==> src/rtl/axi_read_master.sv <==
// axi_read_master: AXI4 read-burst master with a local command port and a
// buffered valid/ready output stream.
//
// Ports:
//   aclk, aresetn           clock, synchronous active-low reset
//   cmd_*                   client command: start byte address, AXI length
//   ar*                     AXI read address channel (one INCR burst per command)
//   r*                      AXI read data channel
//   out_*                   FWFT stream of returned beats, out_last on the final beat
//   done, err_resp, err_last  burst completion pulse and its error flags
//   err_len                 pulse when a command is longer than the beat buffer
//
// state      | meaning
// IDLE       | ready for a command
// WAIT_SPACE | command latched, waiting for FIFO room for the whole burst
// ADDR       | presenting the burst on the AR channel
// DATA       | collecting beats until the counted final beat
module axi_read_master #(
  parameter int DATA_WIDTH    = 32,
  parameter int ADDRESS_WIDTH = 8,
  parameter int STROBE_WIDTH  = DATA_WIDTH / 8,
  parameter int FIFO_DEPTH    = 16
) (
  input  logic                     aclk,
  input  logic                     aresetn,
  input  logic                     cmd_valid,
  output logic                     cmd_ready,
  input  logic [ADDRESS_WIDTH-1:0] cmd_addr,
  input  logic [7:0]               cmd_len,
  output logic [ADDRESS_WIDTH-1:0] araddr,
  output logic [7:0]               arlen,
  output logic [2:0]               arsize,
  output logic [1:0]               arburst,
  output logic                     arvalid,
  input  logic                     arready,
  input  logic [DATA_WIDTH-1:0]    rdata,
  input  logic [1:0]               rresp,
  input  logic                     rlast,
  input  logic                     rvalid,
  output logic                     rready,
  output logic [DATA_WIDTH-1:0]    out_data,
  output logic                     out_last,
  output logic                     out_valid,
  input  logic                     out_ready,
  output logic                     done,
  output logic                     err_resp,
  output logic                     err_last,
  output logic                     err_len
);

  localparam int PTR_W = $clog2(FIFO_DEPTH);
  localparam int CNT_W = PTR_W + 1;
  localparam logic [2:0] SIZE = 3'($clog2(STROBE_WIDTH));
  localparam logic [9:0] DEPTH_W = 10'(FIFO_DEPTH);

  localparam logic [1:0] IDLE       = 2'd0;
  localparam logic [1:0] WAIT_SPACE = 2'd1;
  localparam logic [1:0] ADDR       = 2'd2;
  localparam logic [1:0] DATA       = 2'd3;

  logic [1:0]            state;
  logic [7:0]            len_q;
  logic [8:0]            beat_cnt;
  logic                  acc_resp;
  logic                  acc_last;

  logic [DATA_WIDTH-1:0] mem_data [FIFO_DEPTH];
  logic                  mem_last [FIFO_DEPTH];
  logic [PTR_W-1:0]      wr_ptr;
  logic [PTR_W-1:0]      rd_ptr;
  logic [CNT_W-1:0]      count;

  logic       full;
  logic       push;
  logic       pop;
  logic       is_final;
  logic       beat_resp_err;
  logic       beat_last_err;
  logic [9:0] free_space;
  logic [9:0] need;
  logic [9:0] cmd_need;

  assign full          = (count == CNT_W'(FIFO_DEPTH));
  assign cmd_ready     = (state == IDLE);
  assign rready        = (state == DATA) && !full;
  assign out_valid     = (count != '0);
  assign out_data      = mem_data[rd_ptr];
  assign out_last      = mem_last[rd_ptr];
  assign arsize        = SIZE;
  assign arburst       = 2'b01;

  assign push          = rvalid && rready;
  assign pop           = out_valid && out_ready;
  // The final beat is the one we counted to, independent of what rlast says.
  assign is_final      = (beat_cnt == {1'b0, len_q});
  assign beat_resp_err = (rresp != 2'b00);
  assign beat_last_err = (rlast != is_final);

  // 10-bit arithmetic so cmd_len+1 = 256 and FIFO_DEPTH = 256 both fit.
  assign free_space    = DEPTH_W - 10'(count);
  assign need          = 10'(len_q) + 10'd1;
  assign cmd_need      = 10'(cmd_len) + 10'd1;

  always_ff @(posedge aclk) begin
    if (!aresetn) begin
      state    <= IDLE;
      len_q    <= '0;
      beat_cnt <= '0;
      acc_resp <= 1'b0;
      acc_last <= 1'b0;
      araddr   <= '0;
      arlen    <= '0;
      arvalid  <= 1'b0;
      done     <= 1'b0;
      err_resp <= 1'b0;
      err_last <= 1'b0;
      err_len  <= 1'b0;
    end else begin
      done     <= 1'b0;
      err_resp <= 1'b0;
      err_last <= 1'b0;
      err_len  <= 1'b0;
      case (state)
        IDLE: begin
          if (cmd_valid) begin
            if (cmd_need > DEPTH_W) begin
              err_len <= 1'b1;
            end else begin
              len_q  <= cmd_len;
              araddr <= cmd_addr;
              arlen  <= cmd_len;
              state  <= WAIT_SPACE;
            end
          end
        end
        WAIT_SPACE: begin
          // Only pops happen here, so once room appears it cannot vanish.
          if (free_space >= need) begin
            arvalid <= 1'b1;
            state   <= ADDR;
          end
        end
        ADDR: begin
          if (arready) begin
            arvalid  <= 1'b0;
            beat_cnt <= '0;
            state    <= DATA;
          end
        end
        default: begin
          if (push) begin
            beat_cnt <= beat_cnt + 9'd1;
            if (is_final) begin
              done     <= 1'b1;
              err_resp <= acc_resp | beat_resp_err;
              err_last <= acc_last | beat_last_err;
              acc_resp <= 1'b0;
              acc_last <= 1'b0;
              state    <= IDLE;
            end else begin
              acc_resp <= acc_resp | beat_resp_err;
              acc_last <= acc_last | beat_last_err;
            end
          end
        end
      endcase
    end
  end

  always_ff @(posedge aclk) begin
    if (!aresetn) begin
      wr_ptr <= '0;
      rd_ptr <= '0;
      count  <= '0;
    end else begin
      if (push) wr_ptr <= wr_ptr + PTR_W'(1);
      if (pop)  rd_ptr <= rd_ptr + PTR_W'(1);
      if (push && !pop)      count <= count + CNT_W'(1);
      else if (pop && !push) count <= count - CNT_W'(1);
    end
  end

  // Storage carries no reset; pointers and count define what is valid.
  always_ff @(posedge aclk) begin
    if (push) begin
      mem_data[wr_ptr] <= rdata;
      mem_last[wr_ptr] <= is_final;
    end
  end

endmodule

==> config.mk <==
export PLATFORM = sky130hd
export DESIGN_NAME = axi_read_master
export DESIGN_NICKNAME = d
export VERILOG_FILES = /design/src/rtl/axi_read_master.sv
export SDC_FILE = /design/constraint.sdc
export NUM_CORES = 1
export LEC_CHECK = 0
export CORE_MARGIN = 2
export CORE_UTILIZATION = 30
export CTS_CLUSTER_DIAMETER = 150
export CTS_CLUSTER_SIZE = 24
export DETAILED_ROUTE_END_ITERATION = 12
export GPL_TIMING_DRIVEN = 0
export PLACE_DENSITY = 0.55
export SLEW_MARGIN = 15
export SYNTH_ARGS = -nofsm -noshare
export SYNTH_HDL_FRONTEND = slang
export SYNTH_SLANG_ARGS = --single-unit
==> constraint.sdc <==
create_clock -name aclk -period 3.5 [get_ports aclk]
set_input_delay 0.7 -clock aclk [delete_from_list [all_inputs] [get_ports aclk]]
set_output_delay 0.7 -clock aclk [all_outputs]
set_load 0.005 [all_outputs]
==> qor.csv, run 1 <==
stage;metric;value;unit
outcome;status;finished, final reports clean;
worst_setup_path;CP max FO;10;
finish;share of cells above drive strength 1;27.1;%
job;max-cap viol count;0;
floorplan;Die W;278;µm
place;dpl ws;-0.394;ns
finish;non-filler cells, final;2229;
timing;clk_skew;0.0330;ns
drt;DRT iter0 DRCs;990;
synth;YS warnings;0;
floorplan;Initial Util;30.3;%
synth;post-synthesis cell type count;43;
place;routability congestion estimate;0.723;
timing;post-layout minimum cycle time;3.47;ns
timing;RSZ-0062 raised after global routing;true;
clock_tree;Root Driver;clkbuf_16;
worst_setup_path;Worst EP required;2.80;ns
drt;via count;10700;
floorplan;Die H;278;µm
global_route;grt ovf;0;
drt;vias per cell;4.81;
timing;fin crit share;99.2;%
synth;asr flop ratio synth;0;%
clock_tree;CTS Buf Count;28;
place;DP Area;25000;µm²
finish;Seq. cell area;16900;µm²
worst_setup_path;CP startpoint kind;register;
synth;top cell type's share of synthesized area;70.4;%
pwr;Worst VDD drop;432;µV
finish;Syn-to-layout area delta;17.4;%
synth;Syn Inst Count;1059;
finish;Filler Cell Count;6936;
place;Port Buffers;113;
synth;synthesized flop and latch total;579;
global_route;initial antenna violation count;3;
finish;fin nets;1335;
clock_tree;clk slew on worst S/H paths;0.10;ns
worst_setup_path;Worst Path Class, Setup;register to output port;
floorplan;Row Count;100;
clock_tree;Longest Clk Path Bufs;3;
timing;Slew @ Worst Pin;0.876;ns
timing;f_max;288;MHz
drt;Routed WL;51700;µm
synth;largest cells by area after synthesis;edfxtp_1, mux4_2, dfxtp_1;
drt;routed len/inst;23.2;µm
pwr;Leakage;8.09;nW
global_route;number of global-route vias before repair;11200;
drt;drt pass-1 iters;4;
timing;setup slack after layout;0.0282;ns
synth;sequential-to-total area share from yosys stat;74.9;%
clock_tree;TritonCTS clock tree;built;
clock_tree;H-Tree Depth;1;
finish;Final Cell Area;26400;µm²
floorplan;I/O Pins;119;
drt;DRT antenna net count;0;
clock_tree;Clock Latency Late Sink;0.62;ns
finish;Core Util, Final;35.6;%
timing;final setup vio count;0;
pwr;PwrDens;569;nW/µm²
worst_setup_path;critical path arrival;2.77;ns
timing;max-slew violations;0;
drt;DRC Markers;0;
synth;most common flop cell mapped by yosys;edfxtp_1;
global_route;first-pass GRT wire length;75000;µm
clock_tree;hold-fix buffers at CTS;0;
global_route;largest net degree at the start of global routing;34;
place;placed insts;2149;
floorplan;full die area;77300;µm²
finish;area of the multi-input gates;5350;µm²
place;HPWL after DPL;29400;µm
timing;final hold vios;0;
timing;Slew headroom;41.1;%
synth;Mapped Area;22500;µm²
synth;Yosys top cell by area;edfxtp_1;
finish;ant diodes;0;
floorplan;core area;74300;µm²
hold_path;class of the worst hold path;register to register;
synth;Syn Area/Cell;21.3;µm²
worst_setup_path;Crit. End Element;output port;
synth;number of synthesized flops with an enable pin;528;
clock_tree;# clock sinks;579;
global_route;GR Util All Layers;13.2;%
area by class of cell:
type                       instances  area share, %
buffer                            51           1.94
inverter                          18          0.265
tap                              969           4.59
timing repair buffer             162           6.14
sequential                       579           63.8
multi-input combinational        412           20.2
clock inverter                     2          0.227
clock buffer                      36           2.76
sequential cells by signal (all words and copies together), names as in the netlist, named ones only:
name,count
state,2
wr_ptr,4
mem_data,512
araddr,8
acc_last,1
acc_resp,1
len_q,8
arvalid,1
count,5
rd_ptr,4
done,1
mem_last,16
err_last,1
err_resp,1
err_len,1
beat_cnt,9
worst max-delay path: stages (launching register included):
cell and delay [ns]:
dfxtp_2 0.36, buf_12 0.14, buf_4 0.28, mux4_2 0.55, mux4_2 0.52, dlygate4sd2_1 0.30
where the power goes:
part           internal (mW)  switching [mW]  total, mW
logic                   2.19            1.59       3.78
clock network           1.49            2.13       3.62
registers               7.57          0.0626       7.64
total                   11.3            3.78       15.0
cells by family after synthesis:
kind of cell	synth area share, %
xor gates and xnor gates	1.05
and+or+nand+nor	3.04
adders and majority gates	1.48
muxes	16.7
AOI/OAI and AO/OA	1.12
other	0.0333
DFF	74.9
buffers and inverters	1.62
per-layer routing:
metal | part of all wire, % | GRT usage (%) | vias to the layer above
li1 | - | - | 4671
met1 | 44 | 18.0 | 5768
met2 | 50 | 22.3 | 239
met3 | 4.5 | 2.25 | 50
met4 | 1.7 | 2.26 | 4
met5 | 0.052 | 0 | -
worst paths after layout:
check,slack [ns],end,startpoint,depth (start not counted)
worst max-delay path,0.03,out_data[29],register,5
worst max register to register,0.21,count[4],count[0],16
worst min register to register,0.47,araddr[6],araddr[6],2
worst min-delay path,0.47,araddr[6],araddr[6],2
stage by stage:
step                TNS (ns)  hold slack (ns)  total power, mW
floorplan                  0            0.429             9.87
global placement     -442.26            0.446             10.9
detailed placement    -10.93            0.451             11.0
CTS                   -0.211            0.469             15.0
global route          -0.291            0.487             15.7
finish                     0            0.466             15.0
synthesized netlist by cell type (2+ instances only):
library cell / number
nand4_1: 6
buf_1: 10
xor2_1: 13
nor3_1: 5
mux2i_1: 5
buf_4: 5
nand2_1: 42
a21o_1: 3
o21ai_0: 6
nor2b_1: 6
nand3_1: 12
buf_2: 9
dfxtp_1: 51
a31oi_1: 2
ha_1: 25
nor2_1: 32
inv_1: 17
clkbuf_1: 20
or3_1: 6
xnor2_1: 14
conb_1: 2
mux4_2: 165
buf_6: 9
a21oi_1: 25
and2_1: 16
edfxtp_1: 528
nor3b_1: 3
and3_1: 7
repair_timing:
item,4_1_cts,5_1_grt
gates resized for setup,148,54
pin swaps,1,0
endpoints found under the setup margin,34,26
setup buffers,27,13
endpoints found under the hold margin,0,0
cloned,1,3
layout by cell type, fill, tap and decap left out, types with 3 or more instances in the layout:
| master | count |
|---|---|
| dfxtp_1 | 47 |
| nor3_1 | 5 |
| nor3b_1 | 3 |
| buf_16 | 5 |
| nor2_1 | 32 |
| and3_1 | 7 |
| mux2i_1 | 5 |
| clkdlybuf4s15_1 | 4 |
| a21oi_1 | 24 |
| clkbuf_2 | 28 |
| a21o_1 | 3 |
| clkdlybuf4s50_1 | 80 |
| conb_1 | 5 |
| dfxtp_2 | 4 |
| or3_1 | 6 |
| clkbuf_1 | 16 |
| edfxtp_1 | 528 |
| buf_12 | 17 |
| and2_2 | 4 |
| mux4_2 | 165 |
| xor2_1 | 13 |
| inv_1 | 17 |
| o21ai_0 | 6 |
| ha_1 | 24 |
| buf_4 | 38 |
| buf_8 | 3 |
| nor2b_1 | 4 |
| buf_2 | 8 |
| xnor2_1 | 14 |
| nand4_1 | 6 |
| buf_6 | 12 |
| nand2_1 | 41 |
| nand3_1 | 12 |
| clkbuf_16 | 31 |
| and2_4 | 12 |
(Power assumes the default switching activity.)
==> run 2: changes to the inputs <==
--- a/config.mk
+++ b/config.mk
@@ -5,6 +5,7 @@
 export SDC_FILE = /design/constraint.sdc
 export NUM_CORES = 1
 export LEC_CHECK = 0
+export ABC_CLOCK_PERIOD_IN_PS = 3500
 export CORE_MARGIN = 2
 export CORE_UTILIZATION = 30
 export CTS_CLUSTER_DIAMETER = 150
@@ -12,7 +13,6 @@
 export DETAILED_ROUTE_END_ITERATION = 12
 export GPL_TIMING_DRIVEN = 0
 export PLACE_DENSITY = 0.55
-export SLEW_MARGIN = 15
 export SYNTH_ARGS = -nofsm -noshare
 export SYNTH_HDL_FRONTEND = slang
 export SYNTH_SLANG_ARGS = --single-unit
==> qor.csv, run 2 (same netlist as run 1, synthesis figures left out) <==
stage;metric;value;unit;change
worst_setup_path;Worst Reg-to-Reg Cells;16;;unchanged
worst_setup_path;reg-to-reg endpoint;count[4];;
pwr;PwrDens;564;nW/µm²;-0.83%
worst_setup_path;worst flop-to-flop path startpoint;count[0];;
finish;Syn-to-layout area delta;18.7;%;
clock_tree;Longest Clk Path Bufs;3;;unchanged
finish;Largest regs;mem_data: 512 flops, mem_last: 16 flops, beat_cnt: 9 flops;;
drt;via count;10800;;+0.69%
worst_setup_path;Worst EP required;2.80;ns;about the same
worst_setup_path;WP buf/inv;7;;+4
drt;met2 routed WL;25600;µm;about the same
worst_setup_path;Cell Chain, Critical Path;buf_8, buf_12, buf_16, buf_16, buf_8, buf_6, mux4_2, mux4_2, buf_6;;
worst_setup_path;Crit path max-delay family;multiplexers;;
finish;leading cell types in the layout, fill and taps excluded;edfxtp_1, mux4_2, clkdlybuf4s50_1;;
worst_setup_path;R2R setup slack;0.21;ns;about the same
clock_tree;# clock sinks;579;;unchanged
timing;Slew headroom;31.4;%;-9.7 points
timing;f_max;285;MHz;-1.1%
floorplan;I/O Pins;119;;unchanged
hold_path;class of the worst hold path;register to register;;
finish;Final Cell Area;26700;µm²;+1.1%
drt;top routing layer used;met5;;
floorplan;core area;74300;µm²;unchanged
floorplan;Die W;278;µm;unchanged
floorplan;Initial Util;30.3;%;unchanged
finish;fin nets;1349;;+1.0%
global_route;GR Util All Layers;13.3;%;+0.13 points
outcome;status;finished, violations left;;
pwr;Worst VDD drop;382;µV;-12%
timing;post-layout minimum cycle time;3.51;ns;+0.0371 ns
place;routability congestion estimate;0.723;;unchanged
hold_path;HP Start;araddr[6];;
place;HPWL after DPL;31800;µm;+8.2%
drt;DRT iter0 DRCs;883;;-11%
drt;DRT antenna net count;0;;unchanged
worst_setup_path;CP max FO;6;;-4
finish;share of cells above drive strength 1;27.6;%;+0.52 points
drt;Routed WL;51500;µm;-0.37%
place;Port Buffers;113;;unchanged
drt;DRC Markers;0;;unchanged
place;DP Area;25200;µm²;+0.86%
timing;RSZ-0062 raised after global routing;true;;
finish;Largest register FFs;512;;unchanged
hold_path;Hold EP;araddr[6];;
finish;Top reg by flops;mem_data;;
clock_tree;CTS Buf Count;28;;unchanged
pwr;Leakage;8.21;nW;+1.5%
timing;setup slack after layout;-0.00887;ns;-0.0371 ns
hold_path;hold path depth;2;;unchanged
clock_tree;Clock Latency Late Sink;0.60;ns;-0.02 ns
worst_setup_path;Worst Path Class, Setup;register to output port;;
finish;ant diodes;0;;unchanged
worst_setup_path;critical path arrival;2.81;ns;+0.04 ns
outcome;failing checks;setup timing;;
drt;vias per cell;4.81;;about the same
global_route;number of global-route vias before repair;11300;;+0.80%
drt;M1 WL;22500;µm;-1.3%
global_route;largest net degree at the start of global routing;26;;-24%
global_route;initial antenna violation count;1;;-2
clock_tree;Root Driver;clkbuf_16;;
floorplan;full die area;77300;µm²;unchanged
floorplan;Die H;278;µm;unchanged
timing;Slew @ Worst Pin;1.02;ns;+0.146 ns
timing;fin crit share;100;%;+1.1 points
timing;max-slew violations;0;;unchanged
job;max-cap viol count;0;;unchanged
clock_tree;H-Tree Depth;1;;unchanged
floorplan;Row Count;100;;unchanged
finish;commonest non-fill, non-tap cell in the layout;edfxtp_1;;
global_route;grt ovf;0;;unchanged
clock_tree;hold-fix buffers at CTS;0;;unchanged
worst_setup_path;slowest stage cell, crit path;mux4_2;;
clock_tree;clk slew on worst S/H paths;0.10;ns;about the same
drt;drt pass-1 iters;5;;+1
timing;TNS Setup;-0.00887;ns;-0.00887 ns
drt;routed len/inst;22.9;µm;-1.1%
global_route;first-pass GRT wire length;75700;µm;+0.81%
timing;final hold vios;0;;unchanged
timing;clk_skew;0.0194;ns;-0.0136 ns
worst_setup_path;CP startpoint kind;register;;
timing;tightest hold margin;0.460;ns;-0.00582 ns
worst_setup_path;Crit. End Element;output port;;
clock_tree;TritonCTS clock tree;built;;
drt;Met3 Wirelength;2670;µm;+15%
timing;final setup vio count;1;;+1
worst_setup_path;Critical Path Max Stage Delay;0.55;ns;about the same
run 2: cell types whose count changed in the layout (fill, tap and decap cells not counted), moves of 2 or more:
cell / delta
clkbuf_1: +3
and2_4: -12
buf_2: +7
clkbuf_2: -13
and2_2: +12
buf_6: +7
clkbuf_16: -2
buf_4: -3
buf_12: +15
dlygate4sd2_1: +3
clkdlybuf4s15_1: -2
run 2: how the worst max path moves through the flow:
| stage | start | endpoint | slack [ns] | depth (start not counted) |
|---|---|---|---|---|
| after floorplan | count[0] | count[4] | 0.37 | 16 |
| after global placement | count[0] | mem_data[12][16] | -0.93 | 9 |
| after global routing | register | out_data[29] | -0.08 | 9 |
| after detailed placement | register | out_data[5] | -0.39 | 6 |
| final | register | out_data[29] | -0.009 | 9 |
| after CTS | register | out_data[29] | -0.09 | 9 |
run 2: metrics by stage:
step	setup slack (ns)	utilization (%)	std cells	total power, mW
6_report	-0.00887	36.0	2245	15.1
5_1_grt	-0.0789	36.0	2245	15.7
4_1_cts	-0.0871	35.9	2239	15.2
3_5_place_dp	-0.392	33.9	2160	11.0
3_3_place_gp	-0.928	33.5	2144	10.9
2_1_floorplan	0.368	-	1062	9.87
run 2: per-layer routing:
metal  global-route usage (%)  vias to the layer above
met1                     18.4                     5776
met3                     2.18                       49
met4                     1.97                        2
li1                         -                     4713
met2                     22.5                      266
met5                        0                        -
run 2: layout make-up:
cell class	instances	area [µm²]
Buffer	51	507
Clock buffer	39	763
Clock inverter	1	30.0
Fill cell	6893	47600
Inverter	18	70.1
Multi-Input combinational cell	412	5330
Sequential cell	579	16900
Tap cell	969	1210
Timing Repair Buffer	176	1940
run 2: worst reg2reg max path, cell delays in order, from the launching register on:
cell and delay [ns]:
dfxtp_2 0.39, inv_1 0.10, ha_1 0.23, nor3b_1 0.16, ha_1 0.23, nor2b_2 0.16
nand2_2 0.11, inv_4 0.13, ha_2 0.23, inv_1 0.09, ha_1 0.32, nor2b_1 0.16
o21a_1 0.17, or3_1 0.30, a21oi_1 0.19, xnor2_1 0.14, nor2_1 0.05
run 2: timing repair:
item,4_1_cts,5_1_grt
setup endpoints to repair,34,25
cloned,4,0
hold endpoints to repair,0,0
setup buffers,36,9
gates resized for setup,192,24
pin swaps,1,0
run 2: where the power goes:
group,total (mW),leakage [nW],switching (mW),internal (mW)
combinational,3.85,2.70,1.59,2.26
sequential,7.63,5.13,0.0602,7.57
clock,3.60,0.381,2.07,1.53
